===== src/rtl/param_access_sequencer.sv =====
// Password gate ahead of the game datapath: digit entry, ROM compare, retry/lockout, then game sequencing.
// Build macro ACCESS_ENTRY_TIMEOUT_EN adds an idle timeout that discards a partial entry.
module param_access_sequencer #(
    parameter int DIGIT_W              = 4,
    parameter int NUM_DIGITS           = 4,
    parameter int ROM_LATENCY          = 2,
    parameter int MAX_ATTEMPTS         = 3,
    parameter int LOCKOUT_CYCLES       = 1000,
    parameter int ENTRY_TIMEOUT_CYCLES = 5000
) (
    input  logic                              clock,
    input  logic                              reset,
    input  logic [DIGIT_W-1:0]                digit_in,
    input  logic                              digit_enter,
    input  logic [DIGIT_W*NUM_DIGITS-1:0]     rom_data,
    input  logic                              random_button,
    input  logic                              player_input_button,
    input  logic                              timeout,
    output logic                              output_to_rng,
    output logic                              output_to_load_reg,
    output logic                              RedLED,
    output logic                              GreenLED,
    output logic                              enable,
    output logic                              reconfig,
    output logic                              locked,
    output logic [$clog2(MAX_ATTEMPTS+1)-1:0] attempts_left
);
    localparam int ENTRY_W = DIGIT_W * NUM_DIGITS;
    localparam int IDX_W   = (NUM_DIGITS > 1) ? $clog2(NUM_DIGITS) : 1;
    localparam int WAIT_W  = (ROM_LATENCY > 1) ? $clog2(ROM_LATENCY) : 1;
    localparam int LOCK_W  = (LOCKOUT_CYCLES > 1) ? $clog2(LOCKOUT_CYCLES) : 1;
    localparam int AW      = $clog2(MAX_ATTEMPTS + 1);

    localparam logic [IDX_W-1:0]  IDX_LAST  = IDX_W'(NUM_DIGITS - 1);
    localparam logic [WAIT_W-1:0] WAIT_LAST = WAIT_W'((ROM_LATENCY > 0) ? ROM_LATENCY - 1 : 0);
    localparam logic [LOCK_W-1:0] LOCK_LAST = LOCK_W'(LOCKOUT_CYCLES - 1);
    localparam logic [AW-1:0]     ATT_MAX   = AW'(MAX_ATTEMPTS);

    if (NUM_DIGITS < 1 || MAX_ATTEMPTS < 1 || LOCKOUT_CYCLES < 1 || ENTRY_TIMEOUT_CYCLES < 1) begin : g_param_check
        $error("param_access_sequencer: NUM_DIGITS, MAX_ATTEMPTS, LOCKOUT_CYCLES and ENTRY_TIMEOUT_CYCLES must be >= 1");
    end

    typedef enum logic [3:0] {
        ST_ENTRY     = 4'd0,
        ST_WAIT      = 4'd1,
        ST_CHECK     = 4'd2,
        ST_LOCKOUT   = 4'd3,
        ST_SUCCESS   = 4'd4,
        ST_RECONFIG  = 4'd5,
        ST_GAMESTART = 4'd6,
        ST_GAMEPLAY  = 4'd7,
        ST_GAMEOVER  = 4'd8
    } state_t;

    state_t              state_reg, state_next;
    logic [IDX_W-1:0]    idx_reg, idx_next;
    logic [ENTRY_W-1:0]  entry_reg, entry_next, entry_loaded;
    logic [WAIT_W-1:0]   wait_cnt_reg, wait_next;
    logic [LOCK_W-1:0]   lock_cnt_reg, lock_next;
    logic [AW-1:0]       attempts_reg, attempts_next;
    logic                reconfig_next, game_side;
    logic                rng_next, load_next, red_next, green_next, enable_next, locked_next;

    // The digit at index idx lands in slot NUM_DIGITS-1-idx so the first digit ends up in the MSBs.
    genvar gi;
    generate
        for (gi = 0; gi < NUM_DIGITS; gi++) begin : g_slot
            assign entry_loaded[gi*DIGIT_W +: DIGIT_W] =
                (idx_reg == IDX_W'(NUM_DIGITS - 1 - gi)) ? digit_in : entry_reg[gi*DIGIT_W +: DIGIT_W];
        end
    endgenerate

`ifdef ACCESS_ENTRY_TIMEOUT_EN
    localparam int IDLE_W = (ENTRY_TIMEOUT_CYCLES > 1) ? $clog2(ENTRY_TIMEOUT_CYCLES) : 1;
    localparam logic [IDLE_W-1:0] IDLE_LAST = IDLE_W'(ENTRY_TIMEOUT_CYCLES - 1);
    logic [IDLE_W-1:0] idle_cnt_reg, idle_next;
`endif

    always_comb begin
        state_next    = state_reg;
        idx_next      = idx_reg;
        entry_next    = entry_reg;
        wait_next     = wait_cnt_reg;
        lock_next     = lock_cnt_reg;
        attempts_next = attempts_reg;
        reconfig_next = 1'b0;
        case (state_reg)
            ST_ENTRY: begin
                if (digit_enter) begin
                    entry_next = entry_loaded;
                    if (idx_reg == IDX_LAST) begin
                        idx_next   = '0;
                        wait_next  = '0;
                        state_next = (ROM_LATENCY > 0) ? ST_WAIT : ST_CHECK;
                    end else begin
                        idx_next = idx_reg + IDX_W'(1);
                    end
                end
            end
            ST_WAIT: begin
                if (wait_cnt_reg == WAIT_LAST) state_next = ST_CHECK;
                else                           wait_next  = wait_cnt_reg + WAIT_W'(1);
            end
            ST_CHECK: begin
                // rom_data is compared against the entry in this very cycle; no flag carried over.
                entry_next = '0;
                if (entry_reg == rom_data) begin
                    attempts_next = ATT_MAX;
                    state_next    = ST_SUCCESS;
                end else if (attempts_reg <= AW'(1)) begin
                    attempts_next = '0;
                    lock_next     = '0;
                    state_next    = ST_LOCKOUT;
                end else begin
                    attempts_next = attempts_reg - AW'(1);
                    state_next    = ST_ENTRY;
                end
            end
            ST_LOCKOUT: begin
                if (lock_cnt_reg == LOCK_LAST) begin
                    attempts_next = ATT_MAX;
                    state_next    = ST_ENTRY;
                end else begin
                    lock_next = lock_cnt_reg + LOCK_W'(1);
                end
            end
            ST_SUCCESS:   state_next = ST_RECONFIG;
            ST_RECONFIG: begin
                if (digit_enter) begin
                    reconfig_next = 1'b1;
                    state_next    = ST_GAMESTART;
                end
            end
            ST_GAMESTART: if (digit_enter) state_next = ST_GAMEPLAY;
            ST_GAMEPLAY:  if (timeout)     state_next = ST_GAMEOVER;
            ST_GAMEOVER:  state_next = ST_GAMEOVER;
            default: begin
                state_next = ST_ENTRY;
                idx_next   = '0;
                entry_next = '0;
            end
        endcase

`ifdef ACCESS_ENTRY_TIMEOUT_EN
        idle_next = '0;
        if (state_reg == ST_ENTRY && !digit_enter && idx_reg != '0) begin
            if (idle_cnt_reg == IDLE_LAST) begin
                idx_next   = '0;
                entry_next = '0;
            end else begin
                idle_next = idle_cnt_reg + IDLE_W'(1);
            end
        end
`endif

        // Outputs are registered from the next state so they line up with the state they describe.
        game_side   = state_next inside {ST_SUCCESS, ST_RECONFIG, ST_GAMESTART, ST_GAMEPLAY};
        red_next    = !game_side;
        green_next  = game_side;
        enable_next = (state_next == ST_GAMEPLAY);
        locked_next = (state_next == ST_LOCKOUT);
        rng_next    = (state_next == ST_GAMEPLAY) ? random_button : 1'b1;
        load_next   = (state_next == ST_GAMEPLAY) ? player_input_button : 1'b0;
    end

    always_ff @(posedge clock) begin
        if (!reset) begin
            state_reg          <= ST_ENTRY;
            idx_reg            <= '0;
            entry_reg          <= '0;
            wait_cnt_reg       <= '0;
            lock_cnt_reg       <= '0;
            attempts_reg       <= ATT_MAX;
            output_to_rng      <= 1'b1;
            output_to_load_reg <= 1'b0;
            RedLED             <= 1'b1;
            GreenLED           <= 1'b1;
            enable             <= 1'b0;
            reconfig           <= 1'b0;
            locked             <= 1'b0;
`ifdef ACCESS_ENTRY_TIMEOUT_EN
            idle_cnt_reg       <= '0;
`endif
        end else begin
            state_reg          <= state_next;
            idx_reg            <= idx_next;
            entry_reg          <= entry_next;
            wait_cnt_reg       <= wait_next;
            lock_cnt_reg       <= lock_next;
            attempts_reg       <= attempts_next;
            output_to_rng      <= rng_next;
            output_to_load_reg <= load_next;
            RedLED             <= red_next;
            GreenLED           <= green_next;
            enable             <= enable_next;
            reconfig           <= reconfig_next;
            locked             <= locked_next;
`ifdef ACCESS_ENTRY_TIMEOUT_EN
            idle_cnt_reg       <= idle_next;
`endif
        end
    end

    assign attempts_left = attempts_reg;

endmodule


===== config.mk =====
export PLATFORM = sky130hd
export DESIGN_NAME = param_access_sequencer
export DESIGN_NICKNAME = d
export VERILOG_FILES = /design/src/rtl/param_access_sequencer.sv
export SDC_FILE = /design/constraint.sdc
export NUM_CORES = 1
export LEC_CHECK = 0
export CAP_MARGIN = 10
export CORE_ASPECT_RATIO = 1.75
export CORE_MARGIN = 1.5
export CORE_UTILIZATION = 49
export CTS_BUF_LIST = sky130_fd_sc_hd__clkbuf_4
export CTS_CLUSTER_DIAMETER = 200
export DETAILED_ROUTE_END_ITERATION = 10
export GPL_TIMING_DRIVEN = 0
export MAX_ROUTING_LAYER = met4
export PLACE_DENSITY = 0.77
export SETUP_SLACK_MARGIN = 0.5
export SLEW_MARGIN = 20
export SYNTH_ARGS = -nofsm -noshare
export SYNTH_HDL_FRONTEND = slang
export SYNTH_SLANG_ARGS = --single-unit

===== constraint.sdc =====
create_clock -name clock -period 1.6 [get_ports clock]
set_clock_uncertainty 0.05 [all_clocks]
set_input_delay 0.32 -clock clock [delete_from_list [all_inputs] [get_ports clock]]
set_output_delay 0.32 -clock clock [all_outputs]
set_load 0.03 [all_outputs]

==> impl_metrics.ini, run 1 <==
[outcome]
run_status = finished, violations left
failed_checks = negative setup slack

[finish]
final-instance-count-excl-fill = 335
fillers = 336
layout_cell_area_excl_fill_um2 = 2920
finish.utilization = 0.710
antenna-diode-count = 0
largest_reg_flops = 16
ff_latch_area_um2 = 875
fraction_of_final_layout_cells_with_drive_strength_greater_than_1 = 0.343
area_growth_syn_to_layout_pct = 40.3
multiInputGateArea_um2 = 1310
nNetsFinal = 316

[setup_path]
critical_path_peak_fanout = 6
timing.critical_path.to_type = flop
cp_class = reg -> reg
timing.reg2reg.setup_slack_ns = -0.15
critPathArrivalTime_ns = 1.94
crit_path_start_kind = flop
crit_required_ns = 1.80

[power]
power-per-cell-area_nw_per_um2 = 703
worst_ir_drop_vdd_mv = 0.632
leakagePower_uw = 0.00108

[logic_synthesis]
synth.largest_area_cell = sky130_fd_sc_hd__dfxtp_1
ys.warnings.count = 0
synth-seq-cells = 42
synth_cell_types = 54
postSynth.topFlopCell = sky130_fd_sc_hd__dfxtp_1
netlist_top_cells_area = sky130_fd_sc_hd__dfxtp_1 40%, sky130_fd_sc_hd__xnor2_1 8.4%, sky130_fd_sc_hd__a22oi_1 4.7%, sky130_fd_sc_hd__nor2_1 4.7%, sky130_fd_sc_hd__nand4_1 3.3%
syn-instance-count = 229
synth_top_area_frac = 0.404
asyncSetResetFlopFracSynth = 0
synth-edff-count = 0
synth-seq-area-share = 0.404
synth.net_count = 260
synth.avg_cell_area_um2 = 9.08
yosysMostFrequentCell = sky130_fd_sc_hd__dfxtp_1
synthesis.area_um2 = 2080
synth_common_cells = 42 x sky130_fd_sc_hd__dfxtp_1, 26 x sky130_fd_sc_hd__nor2_1, 20 x sky130_fd_sc_hd__xnor2_1, 14 x sky130_fd_sc_hd__nand2_1, 13 x sky130_fd_sc_hd__a22oi_1

[sta]
timing.final.ws_setup_ns = -0.145
slew_worst_pin_ns = 0.513
fmaxAchievable_ghz = 0.573
timing.slew.headroom = 0.658
final.min_clock_period_ns = 1.75
grt_setup_unrepaired = true
setup_viol = 26
timing.final.hold_violations = 0
final_max_slew_viol_count = 0
timing.final.crit_share = 1.09

[place]
place_inst = 311
post-dp-hpwl_um = 3570
dpl-instance-area_um2 = 2550
detailedPlace.worstSlack_ns = -0.808
place.gp.congestion = 0.806
io_buffers = 33

[die]
initial_cell_density_of_the_core = 0.506
dieHeight_um = 89.2
core_area_um2 = 4110
die_width_um = 52.2
num_rows = 31
die_area_um2 = 4660
top_level_ports = 35

[cts]
numCtsBuffers = 5
clock_latency_ns = 0.35
cts.sinks = 42
clk_transition_reported_paths_ns = 0.13
htree_levels = 2
cts_tree = done
cts.root.buffer_cell = sky130_fd_sc_hd__clkbuf_4
max-clock-path-buffers = 2

[drt]
routed_via_density = 5.63
routed_wl_um = 5070
drtAntennaViolNets = 0
post_drt_wl_per_cell_um = 15.1
firstDrtPassIters = 4
vias = 1887
drc_errors = 0
drt_iter0_markers = 59

[global_route]
grt_first_pass_wirelength_um = 8300
grt_max_degree = 14
grt.total_usage = 0.248
grt_pass1_vias = 1874
grt_antenna_before_repair = 0
globalRoute.totalOverflow = 0

[min_path]
worstHoldPathType = in -> reg

[flow_run]
maxCapViolCount = 0
per-stage QoR:
step / TNS [ns] / power [uW] / hold WS (ns)
floorplan: -0.294 / 1250 / 0.376
global placement: -21.17 / 1360 / 0.407
detailed placement: -22.24 / 1360 / 0.411
CTS: -1.50 / 2060 / 0.291
global route: -4.40 / 2130 / 0.303
finish: -1.94 / 2050 / 0.279
routing by layer:
layer	share of wire	GRT usage	vias to the layer above	routed length, um
met5	0	-	-	0
met1	0.37	0.231	880	1860
li1	-	-	928	-
met4	0.048	0.112	0	241
met2	0.55	0.471	59	2800
met3	0.033	0.0485	20	165
cell usage in the layout, fill, tap and decap left out, types with 11 or more instances in the layout:
cell                            synthesis  final
sky130_fd_sc_hd__a22oi_1               13     11
sky130_fd_sc_hd__buf_4                  1     12
sky130_fd_sc_hd__buf_6                  1     18
sky130_fd_sc_hd__dfxtp_1               42     19
sky130_fd_sc_hd__dfxtp_2                0     21
sky130_fd_sc_hd__dlygate4sd2_1          0     17
sky130_fd_sc_hd__nand2_1               14     14
sky130_fd_sc_hd__nand4_1               11     11
sky130_fd_sc_hd__nor2_1                26     24
sky130_fd_sc_hd__xnor2_1               20     18
final timing paths:
check,startpoint,endpoint,cells after the start
max,entry_reg[6],output_to_rng,8
min,reset,attempts_left[1],2
max reg2reg,entry_reg[6],output_to_rng,8
min reg2reg,entry_reg[3],entry_reg[3],2
where the power goes:
part	internal, uW	leakage (uW)	switching, uW
logic	134	0.000692	130
clock network	347	0.0000419	352
registers	1070	0.000348	19.5
total	1550	0.00108	502
timing repair:
item	4_1_cts	5_1_grt
pin swaps	24	18
setup endpoints to repair	50	50
resized for setup	118	18
hold buffers	0	0
gates cloned	0	0
buffers inserted	16	0
area by class of cell:
class	count	area share
Multi-Input combinational cell	169	0.449
Sequential cell	42	0.300
Inverter	8	0.0116
Clock buffer	6	0.0154
Clock inverter	2	0.0129
Timing Repair Buffer	49	0.159
Tap cell	49	0.0210
Buffer	10	0.0313
logic make-up (layout without fill, tap and decap cells):
kind of cell,count (synthesis),in the layout,synth area share
XOR/XNOR,24,24,0.101
multiplexers,1,1,0.00481
AO/OA/AOI/OAI,49,49,0.165
AND/OR/NAND/NOR,90,90,0.253
flip-flops,42,42,0.404
buffers and inverters,18,75,0.0409
adder cells (fa/ha/maj),5,5,0.0301
worst max-delay path: stages (launching register included):
cell                      delay [ns]
sky130_fd_sc_hd__dfxtp_2        0.36
sky130_fd_sc_hd__xnor2_2        0.13
sky130_fd_sc_hd__nand4_1        0.14
sky130_fd_sc_hd__nor4_4         0.06
sky130_fd_sc_hd__buf_4          0.16
sky130_fd_sc_hd__buf_6          0.12
sky130_fd_sc_hd__or2_1          0.23
sky130_fd_sc_hd__buf_6          0.14
sky130_fd_sc_hd__a311o_1        0.25
Power figures use the tool's default switching activity.
==> run 2, diff against run 1 <==
--- a/config.mk
+++ b/config.mk
@@ -8,13 +8,14 @@
 export CAP_MARGIN = 10
 export CORE_ASPECT_RATIO = 1.75
 export CORE_MARGIN = 1.5
-export CORE_UTILIZATION = 49
+export CORE_UTILIZATION = 59
 export CTS_BUF_LIST = sky130_fd_sc_hd__clkbuf_4
 export CTS_CLUSTER_DIAMETER = 200
 export DETAILED_ROUTE_END_ITERATION = 10
+export DONT_BUFFER_PORTS = 1
 export GPL_TIMING_DRIVEN = 0
 export MAX_ROUTING_LAYER = met4
-export PLACE_DENSITY = 0.77
+export PLACE_DENSITY = 0.78
 export SETUP_SLACK_MARGIN = 0.5
 export SLEW_MARGIN = 20
 export SYNTH_ARGS = -nofsm -noshare
==> run 2 against run 1 <==
Utilization increased by 11 points. Critical path type unchanged. Setup slack got worse by 0.043 ns. The run ends with negative hold slack, negative setup slack left. Design area decreased by 5.8%. Die area decreased by 16%. Clock-buffer cell count increased by 1. Critical path depth decreased by 3. Total power decreased by 0.63%. Routed wire length increased by 6.7%. First-iteration DRC count decreased by 19%.
==> impl_metrics.ini, run 2 (synthesis results as in run 1) <==
[global_route]
grt_pass1_vias = 1794
gr-usage-met1 = 0.277
grt_max_degree = 13
globalRoute.totalOverflow = 0
grt_antenna_before_repair = 0
groute.layer.met2.usage = 0.517
grt_first_pass_wirelength_um = 7980
globalRouteMet3Util = 0.0615
grt.total_usage = 0.296
global_route.peak_usage_layer = met2

[outcome]
failed_checks = negative hold slack, negative setup slack
run_status = finished, violations left

[sta]
setup_viol = 36
timing.slew.headroom = 0.659
timing.final.ws_setup_ns = -0.188
timing.final.crit_share = 1.12
slew_worst_pin_ns = 0.512
fmaxAchievable_ghz = 0.559
hold_slack_ns = -0.0103
grt_setup_unrepaired = true
final.min_clock_period_ns = 1.79
final_max_slew_viol_count = 0
setup_tns_ns = -4.07
timing.final.hold_violations = 1

[setup_path]
cpMaxStageDelayCell = sky130_fd_sc_hd__dfxtp_4
timing.critical_path.to_type = flop
crit_path_start_kind = flop
largest_incremental_delay_on_the_critical_path_ns = 0.39
crit_required_ns = 1.81
critPathArrivalTime_ns = 2.00
worstSetupStartpoint = state_reg[2]
critical_path_peak_fanout = 8
crit-reg2reg-launch = state_reg[2]
timing.reg2reg.setup_slack_ns = -0.19
cp_cell_sequence = and4bb_2 > buf_6 > o31a_1 > nor2_4 > a311o_1
cp_class = reg -> reg

[finish]
final_cell_mix = 24 x sky130_fd_sc_hd__nor2_1, 16 x sky130_fd_sc_hd__dfxtp_1, 14 x sky130_fd_sc_hd__nand2_1, 14 x sky130_fd_sc_hd__xnor2_1, 14 x sky130_fd_sc_hd__dfxtp_2
area_growth_syn_to_layout_pct = 32.1
antenna-diode-count = 0
nNetsFinal = 286
layout_commonest_cell = sky130_fd_sc_hd__nor2_1
largest_reg_flops = 16
fraction_of_final_layout_cells_with_drive_strength_greater_than_1 = 0.445

[min_path]
worst_hold_startpoint = player_input_button
worstHoldPathType = in -> reg

[drt]
routed_via_density = 6.12
post_drt_wl_per_cell_um = 18.0
vias = 1843
drt_iter0_markers = 48
firstDrtPassIters = 4
drc_errors = 0
routed_wl_um = 5410
drtAntennaViolNets = 0

[die]
die_area_um2 = 3900
top_level_ports = 35
dieHeight_um = 81.5
core_area_um2 = 3360
num_rows = 28
initial_cell_density_of_the_core = 0.618
die_width_um = 47.9

[place]
detailedPlace.worstSlack_ns = -0.302
place.gp.congestion = 0.838
io_buffers = 0
post-dp-hpwl_um = 3340

[cts]
clk_transition_reported_paths_ns = 0.13
htree_levels = 2
cts.root.buffer_cell = sky130_fd_sc_hd__clkbuf_4
clock_latency_ns = 0.36
cts_tree = done
max-clock-path-buffers = 2
cts.sinks = 42
cts_hold_buf = 0
numCtsBuffers = 5

[power]
power-per-cell-area_nw_per_um2 = 741
leakagePower_uw = 0.000977
worst_ir_drop_vdd_mv = 0.810
totalPowerFinal_uw = 2040

[flow_run]
maxCapViolCount = 0
==> run 2: timing repair <==
action | in CTS | in global routing
buffers inserted | 15 | 4
resized for setup | 57 | 33
pin swaps | 33 | 29
cloned | 0 | 0
hold endpoints to repair | 0 | 0
setup endpoints to repair | 50 | 50
==> run 2: worst paths after layout <==
kind	cells after the start	to
setup reg to reg	5	output_to_rng
hold reg to reg	2	entry_reg[3]
hold / removal	2	output_to_load_reg
setup / recovery	5	output_to_rng
==> run 2: per-layer routing <==
metal | vias up | part of all wire
met5 | - | 0
met4 | 0 | 0.046
met3 | 21 | 0.035
met2 | 56 | 0.56
met1 | 895 | 0.36
li1 | 871 | -
==> run 2: critical path: cells and delay by family (launching register included) <==
| kind | cells | cell delay (ns) |
|---|---|---|
| flip-flops | 1 | 0.39 |
| AND/OR/NAND/NOR | 2 | 0.40 |
| AO/OA/AOI/OAI | 2 | 0.71 |
| buffers and inverters | 1 | 0.14 |
==> run 2: area by class of cell <==
| cell class | count | area, um2 |
|---|---|---|
| flip-flops and latches | 42 | 903 |
| clock buffers | 7 | 52.6 |
| repair buffers | 19 | 166 |
| inverters | 8 | 30.0 |
| clock inverters | 1 | 30.0 |
| plain buffers | 10 | 93.8 |
| multi-input cells | 169 | 1420 |
| fillers | 219 | 616 |
| well taps | 45 | 56.3 |
==> run 2: report_power, final <==
group / total (uW) / switching (uW) / internal (uW)
sequential: 1080 / 25.5 / 1050
clock: 721 / 356 / 366
combinational: 239 / 125 / 114
total: 2040 / 506 / 1530
==> run 2: stage by stage <==
step	instances	cell area, um2	utilization
2_1_floorplan	229	2160	-
3_3_place_gp	274	2220	0.659
3_5_place_dp	274	2220	0.659
4_1_cts	297	2580	0.768
5_1_grt	301	2750	0.817
6_report	301	2750	0.817
==> run 3, diff against run 2 <==
--- a/config.mk
+++ b/config.mk
@@ -16,6 +16,7 @@
 export GPL_TIMING_DRIVEN = 0
 export MAX_ROUTING_LAYER = met4
 export PLACE_DENSITY = 0.78
+export REMOVE_ABC_BUFFERS = 1
 export SETUP_SLACK_MARGIN = 0.5
 export SLEW_MARGIN = 20
 export SYNTH_ARGS = -nofsm -noshare
==> run 3 against run 2 <==
The run ends with negative setup slack left. Register-to-register slack worse by 0.07 ns. Design area is 2.9% higher. Cell count is 2.3% higher. Critical endpoint is now lock_cnt_reg[3]. Highest routed layer unchanged.
==> impl_metrics.ini, run 3 (synthesis results as in run 1) <==
[sta]
timing.final.hold_violations = 0
slew_worst_pin_ns = 0.750
timing.slew.headroom = 0.497
timing.final.ws_setup_ns = -0.260
timing.final.crit_share = 1.16
grt_setup_unrepaired = true
hold_slack_ns = 0.00393
final_max_slew_viol_count = 0
final.min_clock_period_ns = 1.86
fmaxAchievable_ghz = 0.538
setup_viol = 24

[die]
die_area_um2 = 3900
die_width_um = 47.9
num_rows = 28
top_level_ports = 35
dieHeight_um = 81.5
initial_cell_density_of_the_core = 0.618
core_area_um2 = 3360

[min_path]
worstHoldPathType = in -> reg

[setup_path]
critical_path_peak_fanout = 8
cp_class = reg -> reg
timing.reg2reg.setup_slack_ns = -0.26
timing.critical_path.to_type = flop
crit_path_start_kind = flop
critPathArrivalTime_ns = 2.08
crit_required_ns = 1.82

[power]
worst_ir_drop_vdd_mv = 0.839
power.combinational.fraction = 0.135
leakagePower_uw = 0.00101
sw_frac_of_total = 0.277
clock_power_share = 0.284
p_switching_uw = 514
power_report.internal_total_uw = 1340
power-per-cell-area_nw_per_um2 = 656
p_seq_frac = 0.581

[finish]
antenna-diode-count = 0
nNetsFinal = 293
area_growth_syn_to_layout_pct = 35.9
final_cell_mix = 24 x sky130_fd_sc_hd__buf_4, 23 x sky130_fd_sc_hd__nor2_1, 16 x sky130_fd_sc_hd__dfxtp_2
finish.utilization = 0.840
fraction_of_final_layout_cells_with_drive_strength_greater_than_1 = 0.490
largest_reg_flops = 16
layout_cell_area_excl_fill_um2 = 2830
fillers = 180
layout_commonest_cell = sky130_fd_sc_hd__buf_4

[flow_run]
maxCapViolCount = 0

[place]
dpl-instance-area_um2 = 2080
post-dp-hpwl_um = 2940
detailedPlace.worstSlack_ns = -0.384
place.gp.congestion = 0.810
io_buffers = 0

[cts]
clock_latency_ns = 0.38
cts.root.buffer_cell = sky130_fd_sc_hd__clkbuf_4
max-clock-path-buffers = 2
clk_transition_reported_paths_ns = 0.12
cts.sinks = 42
cts_tree = done
htree_levels = 2
numCtsBuffers = 5

[drt]
drtAntennaViolNets = 0
firstDrtPassIters = 5
drt_iter0_markers = 99
post_drt_wl_per_cell_um = 20.5
vias = 1969
routed_via_density = 6.39
routed_wl_um = 6300
drc_errors = 0

[outcome]
failed_checks = negative setup slack
run_status = finished, violations left

[global_route]
globalRoute.totalOverflow = 0
grt_antenna_before_repair = 0
grt_max_degree = 27
grt_first_pass_wirelength_um = 8510
grt_pass1_vias = 1894
grt.total_usage = 0.317
-- run 3: stage by stage --
step	std cells	power [uW]	setup TNS, ns
6_report	308	1850	-1.71
5_1_grt	308	1920	-3.05
4_1_cts	298	1800	-0.292
3_5_place_dp	264	1260	-7.19
3_3_place_gp	264	1260	-7.00
2_1_floorplan	219	1230	-0.891
-- run 3: routing by layer --
| layer | global-route usage | share of wire | up-vias |
|---|---|---|---|
| li1 | - | - | 889 |
| met1 | 0.313 | 0.35 | 933 |
| met2 | 0.531 | 0.53 | 103 |
| met3 | 0.0681 | 0.059 | 44 |
| met4 | 0.200 | 0.060 | 0 |
| met5 | - | 0 | - |
-- run 3: layout make-up --
type                    instances  area (um2)  share of cell area
inverters                       8        30.0              0.0106
clock inverters                 3        16.3             0.00575
well taps                      45        56.3              0.0199
clock buffers                   5        37.5              0.0133
flip-flops and latches         42         910               0.322
repair buffers                 35         303               0.107
multi-input cells             170        1470               0.521
-- run 3: worst paths after layout --
| path | from | endpoint | cells after the start |
|---|---|---|---|
| min | random_button | output_to_rng | 1 |
| min reg2reg | entry_reg[3] | entry_reg[3] | 2 |
| max | state_reg[3] | lock_cnt_reg[3] | 6 |
| max reg2reg | state_reg[3] | lock_cnt_reg[3] | 6 |
-- run 3: power groups by stage --
stage | combinational, uW | sequential (uW) | clock (uW)
after detailed placement | 151 | 1110 | 0
after global placement | 149 | 1110 | 0
after CTS | 207 | 1080 | 523
final | 250 | 1080 | 527
after floorplan | 122 | 1110 | 0
after global routing | 266 | 1080 | 569
-- run 3: worst max-delay path, stage by stage, from the launching register on --
cell,delay [ns]
sky130_fd_sc_hd__dfxtp_4,0.42
sky130_fd_sc_hd__and4bb_4,0.42
sky130_fd_sc_hd__o31a_1,0.33
sky130_fd_sc_hd__buf_6,0.16
sky130_fd_sc_hd__nand2_2,0.07
sky130_fd_sc_hd__xor2_1,0.22
sky130_fd_sc_hd__nor2_1,0.09
-- run 3: repair_timing --
| action | CTS | global route |
|---|---|---|
| gates resized for setup | 80 | 35 |
| pin swaps | 32 | 23 |
| setup buffers | 24 | 10 |
| cloned | 1 | 0 |
| hold buffers | 1 | 0 |
| endpoints found under the setup margin | 51 | 50 |
| endpoints found under the hold margin | 1 | 0 |
